`src/rtl/probe_capture_ctrl.sv`:
```
// Logic-analyser style capture controller: pre/post-trigger sampling into an
// external circular RAM, followed by an ordered ready/valid readout.
module probe_capture_ctrl #(
   parameter int unsigned DATA_W     = 24,
   parameter int unsigned DEPTH_LOG2 = 10
) (
   input  logic                  clock_dvi,
   input  logic                  reset,
   input  logic [DATA_W-1:0]     probe_i,
   input  logic                  arm_i,
   input  logic                  abort_i,
   input  logic [DATA_W-1:0]     trig_value_i,
   input  logic [DATA_W-1:0]     trig_mask_i,
   input  logic [DEPTH_LOG2-1:0] post_count_i,
   output logic                  ram_we_o,
   output logic [DEPTH_LOG2-1:0] ram_waddr_o,
   output logic [DATA_W-1:0]     ram_wdata_o,
   output logic [DEPTH_LOG2-1:0] ram_raddr_o,
   input  logic [DATA_W-1:0]     ram_rdata_i,
   input  logic                  rd_start_i,
   output logic                  out_valid_o,
   input  logic                  out_ready_i,
   output logic [DATA_W-1:0]     out_data_o,
   output logic                  out_last_o,
   output logic [2:0]            state_o,
   output logic [DEPTH_LOG2-1:0] trig_addr_o
);

   localparam int unsigned AW    = DEPTH_LOG2;
   localparam int unsigned CW    = DEPTH_LOG2 + 1;
   localparam int unsigned DEPTH = 1 << DEPTH_LOG2;

   typedef enum logic [2:0] {
      S_IDLE    = 3'd0,
      S_PREFILL = 3'd1,
      S_ARMED   = 3'd2,
      S_POST    = 3'd3,
      S_DONE    = 3'd4,
      S_READ    = 3'd5
   } state_t;

   state_t            state_q, state_d;
   logic [AW-1:0]     wr_ptr_q, wr_ptr_d;
   logic [AW-1:0]     fill_q, fill_d;
   logic [AW-1:0]     post_q, post_d;
   logic [AW-1:0]     post_cnt_q, post_cnt_d;
   logic [DATA_W-1:0] tval_q, tval_d;
   logic [DATA_W-1:0] tmask_q, tmask_d;
   logic [AW-1:0]     trig_addr_q, trig_addr_d;
   logic [AW-1:0]     rd_ptr_q, rd_ptr_d;
   logic [CW-1:0]     issued_q, issued_d;
   logic [AW-1:0]     sent_q, sent_d;
   logic              issue_q, issue_d;
   logic              pend_q, pend_d;
   logic [1:0]        cnt_q, cnt_d;
   logic              wr_idx_q, wr_idx_d;
   logic              rd_idx_q, rd_idx_d;
   logic [DATA_W-1:0] buf0_q, buf0_d;
   logic [DATA_W-1:0] buf1_q, buf1_d;

   logic              capturing;
   logic              match;
   logic              pop;
   logic              start;
   logic [2:0]        in_flight;

   assign capturing = (state_q == S_PREFILL) || (state_q == S_ARMED) || (state_q == S_POST);
   assign match     = ((probe_i ^ tval_q) & tmask_q) == '0;
   assign pop       = (cnt_q != 2'd0) && out_ready_i;
   // Buffer slots already committed next cycle: held + arriving + requested, minus the word leaving.
   assign in_flight = 3'(cnt_q) + 3'(pend_q) + 3'(issue_q) - 3'(pop);

   // Output decode straight from state registers
   assign state_o     = state_q;
   assign trig_addr_o = trig_addr_q;
   assign ram_we_o    = capturing;
   assign ram_waddr_o = wr_ptr_q;
   assign ram_wdata_o = capturing ? probe_i : '0;
   assign ram_raddr_o = rd_ptr_q;
   assign out_valid_o = (cnt_q != 2'd0);
   assign out_data_o  = rd_idx_q ? buf1_q : buf0_q;
   assign out_last_o  = out_valid_o && (&sent_q);

   // Next-state: capture sequencing, readout credit control and output buffer
   always_comb begin
      state_d     = state_q;
      wr_ptr_d    = wr_ptr_q;
      fill_d      = fill_q;
      post_d      = post_q;
      post_cnt_d  = post_cnt_q;
      tval_d      = tval_q;
      tmask_d     = tmask_q;
      trig_addr_d = trig_addr_q;
      rd_ptr_d    = rd_ptr_q;
      issued_d    = issued_q;
      sent_d      = sent_q;
      issue_d     = 1'b0;
      pend_d      = 1'b0;
      cnt_d       = cnt_q;
      wr_idx_d    = wr_idx_q;
      rd_idx_d    = rd_idx_q;
      buf0_d      = buf0_q;
      buf1_d      = buf1_q;
      start       = 1'b0;

      if (capturing) wr_ptr_d = wr_ptr_q + AW'(1);

      case (state_q)
         S_IDLE: begin
            if (arm_i) start = 1'b1;
         end
         S_PREFILL: begin
            fill_d = fill_q + AW'(1);
            // ~post_q == DEPTH - post - 1: index of the last pre-trigger write
            if (fill_q == ~post_q) state_d = S_ARMED;
         end
         S_ARMED: begin
            if (match) begin
               trig_addr_d = wr_ptr_q;
               post_cnt_d  = AW'(1);
               state_d     = (post_q == AW'(1)) ? S_DONE : S_POST;
            end
         end
         S_POST: begin
            if (post_cnt_q == post_q - AW'(1)) state_d = S_DONE;
            else                               post_cnt_d = post_cnt_q + AW'(1);
         end
         S_DONE: begin
            if (arm_i) begin
               start = 1'b1;
            end else if (rd_start_i) begin
               state_d  = S_READ;
               rd_ptr_d = wr_ptr_q;
               issue_d  = 1'b1;
               issued_d = CW'(1);
               sent_d   = '0;
            end
         end
         S_READ: begin
            pend_d = issue_q;
            if (issue_q) rd_ptr_d = rd_ptr_q + AW'(1);
            if ((issued_q < CW'(DEPTH)) && (in_flight <= 3'd1)) begin
               issue_d  = 1'b1;
               issued_d = issued_q + CW'(1);
            end
            if (pend_q) begin
               if (wr_idx_q) buf1_d = ram_rdata_i;
               else          buf0_d = ram_rdata_i;
               wr_idx_d = ~wr_idx_q;
            end
            if (pop) begin
               rd_idx_d = ~rd_idx_q;
               sent_d   = sent_q + AW'(1);
            end
            cnt_d = cnt_q + 2'(pend_q) - 2'(pop);
            if (pop && (&sent_q)) begin
               state_d = S_IDLE;
               issue_d = 1'b0;
               pend_d  = 1'b0;
               cnt_d   = 2'd0;
            end
         end
         default: state_d = S_IDLE;
      endcase

      if (start) begin
         state_d  = S_PREFILL;
         tval_d   = trig_value_i;
         tmask_d  = trig_mask_i;
         post_d   = (post_count_i == '0) ? AW'(1) : post_count_i;
         wr_ptr_d = '0;
         fill_d   = '0;
      end

      if (abort_i) begin
         state_d  = S_IDLE;
         issue_d  = 1'b0;
         pend_d   = 1'b0;
         cnt_d    = 2'd0;
         wr_idx_d = 1'b0;
         rd_idx_d = 1'b0;
      end
   end

   // State register with synchronous reset
   always_ff @(posedge clock_dvi) begin
      if (reset) begin
         state_q     <= S_IDLE;
         wr_ptr_q    <= '0;
         fill_q      <= '0;
         post_q      <= '0;
         post_cnt_q  <= '0;
         tval_q      <= '0;
         tmask_q     <= '0;
         trig_addr_q <= '0;
         rd_ptr_q    <= '0;
         issued_q    <= '0;
         sent_q      <= '0;
         issue_q     <= 1'b0;
         pend_q      <= 1'b0;
         cnt_q       <= 2'd0;
         wr_idx_q    <= 1'b0;
         rd_idx_q    <= 1'b0;
         buf0_q      <= '0;
         buf1_q      <= '0;
      end else begin
         state_q     <= state_d;
         wr_ptr_q    <= wr_ptr_d;
         fill_q      <= fill_d;
         post_q      <= post_d;
         post_cnt_q  <= post_cnt_d;
         tval_q      <= tval_d;
         tmask_q     <= tmask_d;
         trig_addr_q <= trig_addr_d;
         rd_ptr_q    <= rd_ptr_d;
         issued_q    <= issued_d;
         sent_q      <= sent_d;
         issue_q     <= issue_d;
         pend_q      <= pend_d;
         cnt_q       <= cnt_d;
         wr_idx_q    <= wr_idx_d;
         rd_idx_q    <= rd_idx_d;
         buf0_q      <= buf0_d;
         buf1_q      <= buf1_d;
      end
   end

endmodule

```
`config.mk`:
```
export PLATFORM = sky130hd
export DESIGN_NAME = probe_capture_ctrl
export DESIGN_NICKNAME = d
export VERILOG_FILES = /design/src/rtl/probe_capture_ctrl.sv
export SDC_FILE = /design/constraint.sdc
export NUM_CORES = 1
export LEC_CHECK = 0
export BUFFER_PORTS_ARGS = -buffer_cell sky130_fd_sc_hd__buf_2
export CELL_PAD_IN_SITES_DETAIL_PLACEMENT = 1
export CELL_PAD_IN_SITES_GLOBAL_PLACEMENT = 2
export CORE_MARGIN = 3
export CORE_UTILIZATION = 30
export CTS_BUF_LIST = sky130_fd_sc_hd__clkbuf_4 sky130_fd_sc_hd__clkbuf_8
export DETAILED_ROUTE_END_ITERATION = 7
export PLACE_DENSITY = 0.77
export REMOVE_ABC_BUFFERS = 1
export SLEW_MARGIN = 15
export SYNTH_ARGS = -nofsm -noshare
export SYNTH_HDL_FRONTEND = slang
export SYNTH_SLANG_ARGS = --single-unit
```
`constraint.sdc`:
```
create_clock -name clock_dvi -period 10.2 [get_ports clock_dvi]
set_clock_uncertainty 0.15 [all_clocks]
set_input_delay 1.53 -clock clock_dvi [delete_from_list [all_inputs] [get_ports clock_dvi]]
set_output_delay 1.53 -clock clock_dvi [all_outputs]
set_load 0.05 [all_outputs]
```
==> results.py, run 1 <==
metrics = {
    "grt": {
        "gr-usage-all-layers_pct": 16.97,
        "global_route.usage.met2_pct": 28.25,
        "globalRoute.totalOverflow": 0,
        "grt_pass1_vias": 8099,
        "global_route_wire_length_before_repair_microns": 42410,
        "antenna_found_initial": 7,
        "use_met3_pct": 5.296,
        "busiest_layer": "met2",
        "met1_usage_pct": 21.78,
        "grt_max_degree": 69,
    },
    "timing": {
        "maxClockFrequency_mhz": 234.5,
        "worst_slew_margin_rel_pct": 26.00,
        "worst-slew-pin-transition_ps": 1110,
        "timing.final.crit_share_pct": 41.81,
        "whs_ps": 308.1,
        "final.setup.tns_ps": 0,
        "setup-violations-final": 0,
        "rsz0062_at_grt": "false",
        "period_minus_slack_ps": 4265,
        "final_hold_viol_count": 0,
        "layout_setup_ws_ps": 5935,
        "drv_slew": 0,
    },
    "clock_network": {
        "cts_buffers": 17,
        "clock_sinks": 186,
        "maximum_count_of_clock_buffers_along_a_single_path": 2,
        "cts_tree": "built",
        "clkSlewWorstSetupHoldPaths_ps": 100,
        "clock_latency_ps": 460,
        "post-cts-setup-buffer-count": 0,
        "cts_resized": 0,
        "clock_root_buffer": "sky130_fd_sc_hd__clkbuf_8",
        "cts.htree.levels": 4,
        "ctsHoldBuffers": 0,
    },
    "flow_run": {
        "cap_violations": 0,
    },
    "place": {
        "io_buffers": 195,
        "dp.cells": 1598,
        "pre_cts_slack_ps": 5637,
        "dp_hpwl_microns": 18710,
        "routabilityCongestion": 0.7577,
    },
    "synthesis": {
        "synth_top_area_cell": "sky130_fd_sc_hd__dfxtp_1",
        "ys_top_cells_by_area": "sky130_fd_sc_hd__dfxtp_1 43%, sky130_fd_sc_hd__nand2_1 12%, sky130_fd_sc_hd__a21oi_1 7.8%, sky130_fd_sc_hd__xor2_1 6.3%, sky130_fd_sc_hd__mux2_2 3.3%",
        "synth.yosys.warnings": 0,
        "yosys.area.top_type_share_pct": 43.06,
        "synth_flop_cell": "sky130_fd_sc_hd__dfxtp_1",
        "syn-instance-count": 1078,
        "synth_sequential_area_ratio_pct": 43.06,
        "synth.lib_cells_used.distinct": 60,
        "synth_seq_cells": 186,
        "post_synth.cell_area_avg_sq_um": 8.023,
        "post-synth-top-count-cell": "sky130_fd_sc_hd__nand2_1",
        "synth-async-reset-ratio_pct": 0,
        "post_synth_most_frequent_cells": "274 x sky130_fd_sc_hd__nand2_1, 186 x sky130_fd_sc_hd__dfxtp_1, 135 x sky130_fd_sc_hd__a21oi_1, 71 x sky130_fd_sc_hd__nor2_1, 62 x sky130_fd_sc_hd__xor2_1",
        "netlist_area_sq_mm": 0.008648,
        "synth_edf_count": 0,
    },
    "critical_path": {
        "end_kind": "output port",
        "number_of_cell_instances_on_the_worst_register_to_register_path": 12,
        "crit_path_max_fanout": 25,
        "timing.rr.end": "issued_q[6]$_SDFFE_PP0P_",
        "worst_setup_path_start_kind": "flip-flop",
        "worstSetupEndpoint": "ram_wdata_o[20]",
        "critical_path_arrival_ps": 2580,
        "origin_of_the_critical_flop_to_flop_path": "cnt_q[1]$_SDFFE_PP0P_",
        "worst_setup_path_startpoint": "state_o[0]$_SDFFE_PP0P_",
        "regToRegSetupSlack_ps": 6540,
        "critPathRequiredTime_ps": 8520,
        "timing_worst_setup_path_type": "flip-flop to output port",
    },
    "route": {
        "wl_microns": 26030,
        "ant_nets": 0,
        "wl_per_cell_microns": 15.98,
        "vias": 7952,
        "first_pass_iters": 4,
        "initialDrtViolationCount": 279,
        "drcViolationCount": 0,
        "post_drt_via_cell_ratio": 4.882,
    },
    "floorplan": {
        "die_width_microns": 175.8,
        "boundaryPins": 196,
        "floorplan.initialDensity_pct": 30.79,
        "die_area_sq_mm": 0.03090,
        "core-area_sq_mm": 0.02809,
        "die_h_microns": 175.8,
        "rows": 61,
    },
    "cells_and_area": {
        "multiInputGateArea_sq_mm": 0.004609,
        "syn2layout_area_growth_pct": 19.89,
        "layout.nets": 1364,
        "finalNonFillerCells": 1629,
        "n_fill_cell": 3463,
        "sequential_cell_area_sq_mm": 0.003724,
        "finalCoreUtilization_pct": 36.92,
        "post_route_cells_drive_above_1_share_pct": 21.92,
    },
    "power": {
        "power-per-cell-area_mw_per_mm2": 140.6,
        "power_leakage_nw": 4.176,
        "vdd_ir_drop_max_mv": 0.06697,
    },
    "worst_hold_path": {
        "hold_class": "flip-flop to flip-flop",
    },
    "outcome": {
        "outcome": "finished clean",
    },
}
## per-layer routing
metal	part of all wire, %	vias up
li1	-	3974
met1	46	3796
met2	47	145
met3	5.6	25
met4	0.95	12
met5	0.35	-
## power by group
group / leakage, nW / internal [mW] / total [mW] / switching [mW]
combinational: 2.45 / 0.0502 / 0.130 / 0.0795
clock: 0.221 / 0.293 / 0.574 / 0.280
sequential: 1.51 / 0.740 / 0.754 / 0.0142
## flip-flops by register name, indices dropped and copies added, names as in the netlist
| name | cells |
|---|---|
| buf0_q | 24 |
| buf1_q | 24 |
| cnt_q | 2 |
| fill_q | 10 |
| issue_q | 1 |
| issued_q | 11 |
| pend_q | 1 |
| post_cnt_q | 10 |
| post_q | 10 |
| ram_raddr_o | 10 |
| ram_waddr_o | 10 |
| rd_idx_q | 1 |
| sent_q | 10 |
| state_o | 3 |
| tmask_q | 24 |
| trig_addr_o | 10 |
| tval_q | 24 |
| wr_idx_q | 1 |
## per-stage QoR
step | total power, mW | area, sq um
floorplan | 0.8405 | 8376
global placement | 0.9020 | 9916
detailed placement | 0.9040 | 9916
CTS | 1.483 | 10370
global route | 1.528 | 10370
finish | 1.458 | 10370
## critical path, cell delays in order, from the launching register on
cell                      delay, ps
sky130_fd_sc_hd__dfxtp_1        690
sky130_fd_sc_hd__nor2_1         260
sky130_fd_sc_hd__nor2_2         360
sky130_fd_sc_hd__buf_4          340
sky130_fd_sc_hd__and2_1         200
sky130_fd_sc_hd__buf_2          270
## cell families (layout without fill, tap and decap cells)
family	after synthesis	after routing	share of synthesized area [%]
AND/OR/NAND/NOR	480	480	25.19
adder cells (fa/ha/maj)	13	13	2.054
XOR/XNOR	78	78	7.899
flip-flops	186	186	43.06
multiplexers	29	29	3.718
other	0	1	0
AO/OA/AOI/OAI	215	215	14.37
buffers and inverters	77	249	3.718
## area by class of cell
class / instances / area share [%]
Tap cell: 378 / 4.561
Clock inverter: 13 / 2.088
Timing Repair Buffer: 206 / 10.23
Clock buffer: 17 / 2.257
Sequential cell: 186 / 35.91
Antenna cell: 1 / 0.02413
Multi-Input combinational cell: 815 / 44.46
Inverter: 13 / 0.4706
## layout by cell type, fill, tap and decap left out, types with 3 or more instances in the layout
cell and count:
sky130_fd_sc_hd__nand3_1 25, sky130_fd_sc_hd__a21oi_1 135, sky130_fd_sc_hd__inv_6 3, sky130_fd_sc_hd__buf_4 12, sky130_fd_sc_hd__or3_1 14, sky130_fd_sc_hd__mux2_2 25
sky130_fd_sc_hd__a211oi_1 9, sky130_fd_sc_hd__a22oi_1 13, sky130_fd_sc_hd__o31ai_1 3, sky130_fd_sc_hd__buf_2 194, sky130_fd_sc_hd__dfxtp_1 186, sky130_fd_sc_hd__nor2b_1 4
sky130_fd_sc_hd__or4_1 4, sky130_fd_sc_hd__bufinv_16 5, sky130_fd_sc_hd__and2_1 26, sky130_fd_sc_hd__clkbuf_8 17, sky130_fd_sc_hd__o21ai_0 20, sky130_fd_sc_hd__mux2i_1 4
sky130_fd_sc_hd__ha_1 11, sky130_fd_sc_hd__nand2_1 273, sky130_fd_sc_hd__inv_1 13, sky130_fd_sc_hd__nor2_1 70, sky130_fd_sc_hd__nand2b_1 4, sky130_fd_sc_hd__a22o_1 4
sky130_fd_sc_hd__and4_1 4, sky130_fd_sc_hd__a31oi_1 3, sky130_fd_sc_hd__a21boi_1 6, sky130_fd_sc_hd__xnor2_1 16, sky130_fd_sc_hd__xor2_1 62, sky130_fd_sc_hd__nand4_1 21
sky130_fd_sc_hd__nor3_1 5, sky130_fd_sc_hd__o22ai_1 3, sky130_fd_sc_hd__and3_1 8, sky130_fd_sc_hd__nor3b_1 4
## worst min-delay path by stage
stage / startpoint / endpoint / slack (ps) / depth (start not counted)
final: buf1_q[5]$_SDFFE_PP0P_ / buf1_q[5]$_SDFFE_PP0P_ / 310 / 2
after global routing: buf1_q[9]$_SDFFE_PP0P_ / buf1_q[9]$_SDFFE_PP0P_ / 330 / 2
after CTS: buf1_q[5]$_SDFFE_PP0P_ / buf1_q[5]$_SDFFE_PP0P_ / 310 / 2
after detailed placement: buf1_q[5]$_SDFFE_PP0P_ / buf1_q[5]$_SDFFE_PP0P_ / 300 / 2
after global placement: buf1_q[2]$_SDFFE_PP0P_ / buf1_q[2]$_SDFFE_PP0P_ / 290 / 2
after floorplan: buf1_q[0]$_SDFFE_PP0P_ / buf1_q[0]$_SDFFE_PP0P_ / 280 / 2
Power figures use the tool's default switching activity.
==> run 2: changes to the inputs <==
- CORE_UTILIZATION: 30 -> 29
- PLACE_DENSITY: 0.77 -> 0.78
- clock period: 10.2 -> 3.75 ns (I/O delays scaled with it)
==> results.py, run 2 (synthesis results as in run 1) <==
metrics = {
    "critical_path": {
        "critPathBufInv": 1,
        "cp_slowest_cell": "sky130_fd_sc_hd__fa_1",
        "crit_path_max_fanout": 5,
        "critPathRequiredTime_ps": 3940,
        "end_kind": "flip-flop",
        "critical_path_arrival_ps": 3620,
        "max_stage_delay_ps": 410,
        "cp_cell_sequence": "or2_2, and2_1, ha_1, fa_1, inv_1, fa_1, nor2_1, a31oi_1, nor2_1, and4_1, nand3_1, xor2_1, nor2_1",
        "timing_worst_setup_path_type": "flip-flop to flip-flop",
        "cell_type_with_the_highest_occurrence_count_on_the_critical_path": "sky130_fd_sc_hd__nor2_1",
        "critical_path.top_delay_family": "simple AND/OR/NAND/NOR gates",
        "worst_setup_path_start_kind": "flip-flop",
    },
    "cells_and_area": {
        "sequential_cell_area_sq_mm": 0.003724,
        "finalCoreUtilization_pct": 35.86,
        "n_fill_cell": 3582,
        "syn2layout_area_growth_pct": 20.30,
        "final_common_cell": "sky130_fd_sc_hd__nand2_1",
        "multiInputGateArea_sq_mm": 0.004609,
        "post_route_cells_drive_above_1_share_pct": 22.17,
        "leading_cell_types_in_the_layout_fill_and_taps_excluded": "273 x sky130_fd_sc_hd__nand2_1, 194 x sky130_fd_sc_hd__buf_2, 186 x sky130_fd_sc_hd__dfxtp_1",
        "layout.nets": 1368,
    },
    "grt": {
        "antenna_found_initial": 5,
        "grt_max_degree": 109,
        "global_route_wire_length_before_repair_microns": 41700,
        "gr-usage-all-layers_pct": 16.28,
        "globalRoute.totalOverflow": 0,
        "grt_pass1_vias": 8063,
    },
    "flow_run": {
        "cap_violations": 0,
    },
    "timing": {
        "layout_setup_ws_ps": 318.0,
        "rsz0062_at_grt": "false",
        "timing.final.crit_share_pct": 91.52,
        "setup-violations-final": 0,
        "worst-slew-pin-transition_ps": 1033,
        "period_minus_slack_ps": 3432,
        "worst_slew_margin_rel_pct": 31.10,
        "drv_slew": 0,
        "maxClockFrequency_mhz": 291.4,
        "final_hold_viol_count": 0,
        "whs_ps": 172.1,
        "final.setup.tns_ps": 0,
    },
    "route": {
        "drcViolationCount": 0,
        "wl_microns": 25940,
        "post_drt_via_cell_ratio": 4.779,
        "ant_nets": 0,
        "initialDrtViolationCount": 338,
        "first_pass_iters": 4,
        "vias": 7843,
        "wl_per_cell_microns": 15.81,
    },
    "clock_network": {
        "cts_tree": "built",
        "clock_root_buffer": "sky130_fd_sc_hd__clkbuf_8",
        "clock_sinks": 186,
        "clock_latency_ps": 470,
        "clkSlewWorstSetupHoldPaths_ps": 100,
        "ctsHoldBuffers": 0,
        "cts_buffers": 17,
        "maximum_count_of_clock_buffers_along_a_single_path": 2,
        "cts.htree.levels": 4,
        "cts_resized": 0,
        "post-cts-setup-buffer-count": 0,
    },
    "place": {
        "pre_cts_slack_ps": 290.4,
        "dp_hpwl_microns": 18600,
        "routabilityCongestion": 0.7621,
        "io_buffers": 195,
    },
    "power": {
        "comb_power_share_pct": 9.3,
        "clock_power_share_pct": 37.5,
        "power_leakage_nw": 4.184,
        "power_frac_seq_pct": 53.2,
        "vdd_ir_drop_max_mv": 0.1680,
        "switchingPower_mw": 0.9992,
        "swShare_pct": 25.90,
        "power-per-cell-area_mw_per_mm2": 370.8,
        "internal_mw": 2.859,
        "total_power_mw": 3.858,
    },
    "floorplan": {
        "rows": 62,
        "core-area_sq_mm": 0.02901,
        "boundaryPins": 196,
        "die_area_sq_mm": 0.03193,
        "die_width_microns": 178.7,
        "die_h_microns": 178.7,
        "floorplan.initialDensity_pct": 29.81,
    },
    "outcome": {
        "outcome": "finished clean",
    },
    "worst_hold_path": {
        "hold_class": "primary input to flip-flop",
    },
}
==> run 2: cell types whose count changed in the layout (fill, tap and decap cells not counted), sizes merged <==
cell and change:
clkbuf +3, buf +4, diode +2, inv -3
bufinv -2, clkinvlp +2
==> run 2: final timing paths <==
path         cells past startpoint              startpoint  slack, ps                  endpoint
max                             13   cnt_q[1]$_SDFFE_PP0P_        320  issued_q[5]$_SDFFE_PP0P_
min                              3          trig_mask_i[1]        170   tmask_q[1]$_SDFFE_PP0P_
max reg2reg                     13   cnt_q[1]$_SDFFE_PP0P_        320  issued_q[5]$_SDFFE_PP0P_
min reg2reg                      2  buf1_q[4]$_SDFFE_PP0P_        310    buf1_q[4]$_SDFFE_PP0P_
==> run 2: per-stage QoR <==
| stage | instances | area, sq um |
|---|---|---|
| floorplan | 1014 | 8376 |
| global placement | 1608 | 9978 |
| detailed placement | 1608 | 9978 |
| CTS | 1638 | 10400 |
| global route | 1640 | 10400 |
| finish | 1641 | 10400 |
==> run 2: area by class of cell <==
cell class / instances / share of cell area, %
Antenna cell: 3 / 0.07216
Sequential cell: 186 / 35.79
Multi-Input combinational cell: 815 / 44.31
Inverter: 13 / 0.4690
Clock buffer: 20 / 2.646
Tap cell: 384 / 4.618
Timing Repair Buffer: 210 / 10.73
Clock inverter: 10 / 1.371
==> run 2: metal layers <==
layer | part of all wire, % | track usage, % | up-vias
met5 | 0.11 | 0 | -
met4 | 1.2 | 4.805 | 6
met3 | 4.7 | 3.727 | 22
met2 | 48 | 27.19 | 155
met1 | 46 | 20.97 | 3691
li1 | - | - | 3969
==> run 2: worst reg2reg max path, delay by kind of cell, from the launching register on <==
| family | cells | cell delay, ps |
|---|---|---|
| xor+xnor | 1 | 150 |
| fa+ha+maj | 3 | 1060 |
| flops | 1 | 360 |
| compound gates | 1 | 120 |
| simple gates | 7 | 1400 |
| buf+inv | 1 | 80 |
==> run 2: power by group through the flow <==
| stage | Clock (mW) | Combinational, mW | Sequential [mW] |
|---|---|---|---|
| 2_1_floorplan | 0 | 0.196 | 2.09 |
| 3_3_place_gp | 0 | 0.360 | 2.10 |
| 3_5_place_dp | 0 | 0.364 | 2.10 |
| 4_1_cts | 1.52 | 0.365 | 2.05 |
| 5_1_grt | 1.58 | 0.401 | 2.06 |
| 6_report | 1.45 | 0.357 | 2.05 |
==> run 3: changes to the inputs <==
- RECOVER_POWER: not set -> 25
- REMOVE_ABC_BUFFERS: 1 -> not set
==> results.py, run 3 (synthesis results as in run 1) <==
metrics = {
    "power": {
        "comb_power_share_pct": 9.4,
        "power_leakage_nw": 4.030,
        "swShare_pct": 29.15,
        "vdd_ir_drop_max_mv": 0.2693,
        "total_power_mw": 3.750,
        "power-per-cell-area_mw_per_mm2": 363.8,
        "switchingPower_mw": 1.093,
        "clock_power_share_pct": 35.9,
        "power_frac_seq_pct": 54.7,
        "internal_mw": 2.657,
    },
    "critical_path": {
        "end_kind": "flip-flop",
        "timing_worst_setup_path_type": "flip-flop to flip-flop",
        "crit_path_max_fanout": 5,
        "critical_path_arrival_ps": 3630,
        "critPathRequiredTime_ps": 3990,
        "regToRegSetupSlack_ps": 360,
        "worst_setup_path_start_kind": "flip-flop",
    },
    "grt": {
        "grt_max_degree": 56,
        "global_route_wire_length_before_repair_microns": 41960,
        "globalRoute.totalOverflow": 0,
        "gr-usage-all-layers_pct": 16.42,
        "antenna_found_initial": 5,
        "grt_pass1_vias": 8092,
    },
    "place": {
        "dp_hpwl_microns": 18830,
        "dp.cells": 1609,
        "routabilityCongestion": 0.7653,
        "place_area_sq_mm": 0.009961,
        "pre_cts_slack_ps": 332.3,
        "io_buffers": 195,
    },
    "clock_network": {
        "cts_tree": "built",
        "clkSlewWorstSetupHoldPaths_ps": 120,
        "post-cts-setup-buffer-count": 0,
        "cts_resized": 0,
        "ctsHoldBuffers": 0,
        "maximum_count_of_clock_buffers_along_a_single_path": 2,
        "cts.htree.levels": 4,
        "cts_buffers": 17,
        "clock_root_buffer": "sky130_fd_sc_hd__clkbuf_8",
        "clock_latency_ps": 470,
        "clock_sinks": 186,
    },
    "floorplan": {
        "core-area_sq_mm": 0.02901,
        "die_area_sq_mm": 0.03193,
        "rows": 62,
        "die_h_microns": 178.7,
        "boundaryPins": 196,
        "floorplan.initialDensity_pct": 29.81,
        "die_width_microns": 178.7,
    },
    "timing": {
        "final_hold_viol_count": 0,
        "worst_slew_margin_rel_pct": 19.49,
        "worst-slew-pin-transition_ps": 1208,
        "layout_setup_ws_ps": 360.2,
        "period_minus_slack_ps": 3390,
        "drv_slew": 0,
        "rsz0062_at_grt": "false",
        "final.setup.tns_ps": 0,
        "maxClockFrequency_mhz": 295.0,
        "setup-violations-final": 0,
        "timing.final.crit_share_pct": 90.39,
        "whs_ps": 157.7,
    },
    "route": {
        "vias": 7869,
        "first_pass_iters": 4,
        "initialDrtViolationCount": 331,
        "ant_nets": 0,
        "wl_microns": 26030,
        "wl_per_cell_microns": 15.86,
        "drcViolationCount": 0,
        "post_drt_via_cell_ratio": 4.795,
    },
    "worst_hold_path": {
        "hold_class": "primary input to flip-flop",
    },
    "cells_and_area": {
        "syn2layout_area_growth_pct": 19.20,
        "leading_cell_types_in_the_layout_fill_and_taps_excluded": "273 x sky130_fd_sc_hd__nand2_1, 186 x sky130_fd_sc_hd__dfxtp_1, 163 x sky130_fd_sc_hd__buf_2",
        "finalCoreUtilization_pct": 35.53,
        "post_route_cells_drive_above_1_share_pct": 19.65,
        "finalNonFillerCells": 1641,
        "final_common_cell": "sky130_fd_sc_hd__nand2_1",
        "layout.nets": 1369,
        "final_area_sq_mm": 0.01031,
        "diodes": 0,
    },
    "flow_run": {
        "cap_violations": 0,
    },
    "synthesis": {
        "synth_nets": 1203,
    },
    "outcome": {
        "outcome": "finished clean",
    },
}
[run 3: worst paths after layout]
kind | startpoint | end | depth (start not counted)
worst max register to register | cnt_q[1]$_SDFFE_PP0P_ | issued_q[6]$_SDFFE_PP0P_ | 12
worst min-delay path | trig_mask_i[15] | tmask_q[15]$_SDFFE_PP0P_ | 3
worst min register to register | trig_addr_o[6]$_SDFFE_PP0P_ | trig_addr_o[6]$_SDFFE_PP0P_ | 2
worst max-delay path | cnt_q[1]$_SDFFE_PP0P_ | issued_q[6]$_SDFFE_PP0P_ | 12
[run 3: routing by layer]
layer	up-vias	GRT usage [%]	share of wire, %
met1	3748	20.26	45
met5	-	0	0.27
met3	23	4.659	5.2
met2	118	28.55	49
met4	10	3.409	0.86
li1	3970	-	-
[run 3: critical path, cell delays in order, from the launching register on]
cell and delay (ps):
sky130_fd_sc_hd__dfxtp_1 370, sky130_fd_sc_hd__or2_2 300, sky130_fd_sc_hd__and2_1 220, sky130_fd_sc_hd__ha_1 300
sky130_fd_sc_hd__fa_1 370, sky130_fd_sc_hd__inv_1 80, sky130_fd_sc_hd__fa_1 400, sky130_fd_sc_hd__nor2_1 130
sky130_fd_sc_hd__a31oi_1 120, sky130_fd_sc_hd__nor2_1 180, sky130_fd_sc_hd__nand3_1 170, sky130_fd_sc_hd__or3_1 380
sky130_fd_sc_hd__a21oi_1 160
[run 3: layout make-up]
cell class | count | area (sq um)
fillers | 3620 | 18700
clock inverters | 14 | 156.4
inverters | 13 | 48.80
well taps | 384 | 480.5
clock buffers | 18 | 241.5
repair buffers | 211 | 1050
multi-input cells | 815 | 4608
flip-flops and latches | 186 | 3724
[run 3: power by group through the flow]
stage / clock [mW] / combinational, mW / sequential [mW]
final: 1.35 / 0.352 / 2.05
after global routing: 1.49 / 0.396 / 2.06
after CTS: 1.41 / 0.362 / 2.05
after detailed placement: 0 / 0.360 / 2.10
after global placement: 0 / 0.356 / 2.10
after floorplan: 0 / 0.231 / 2.09
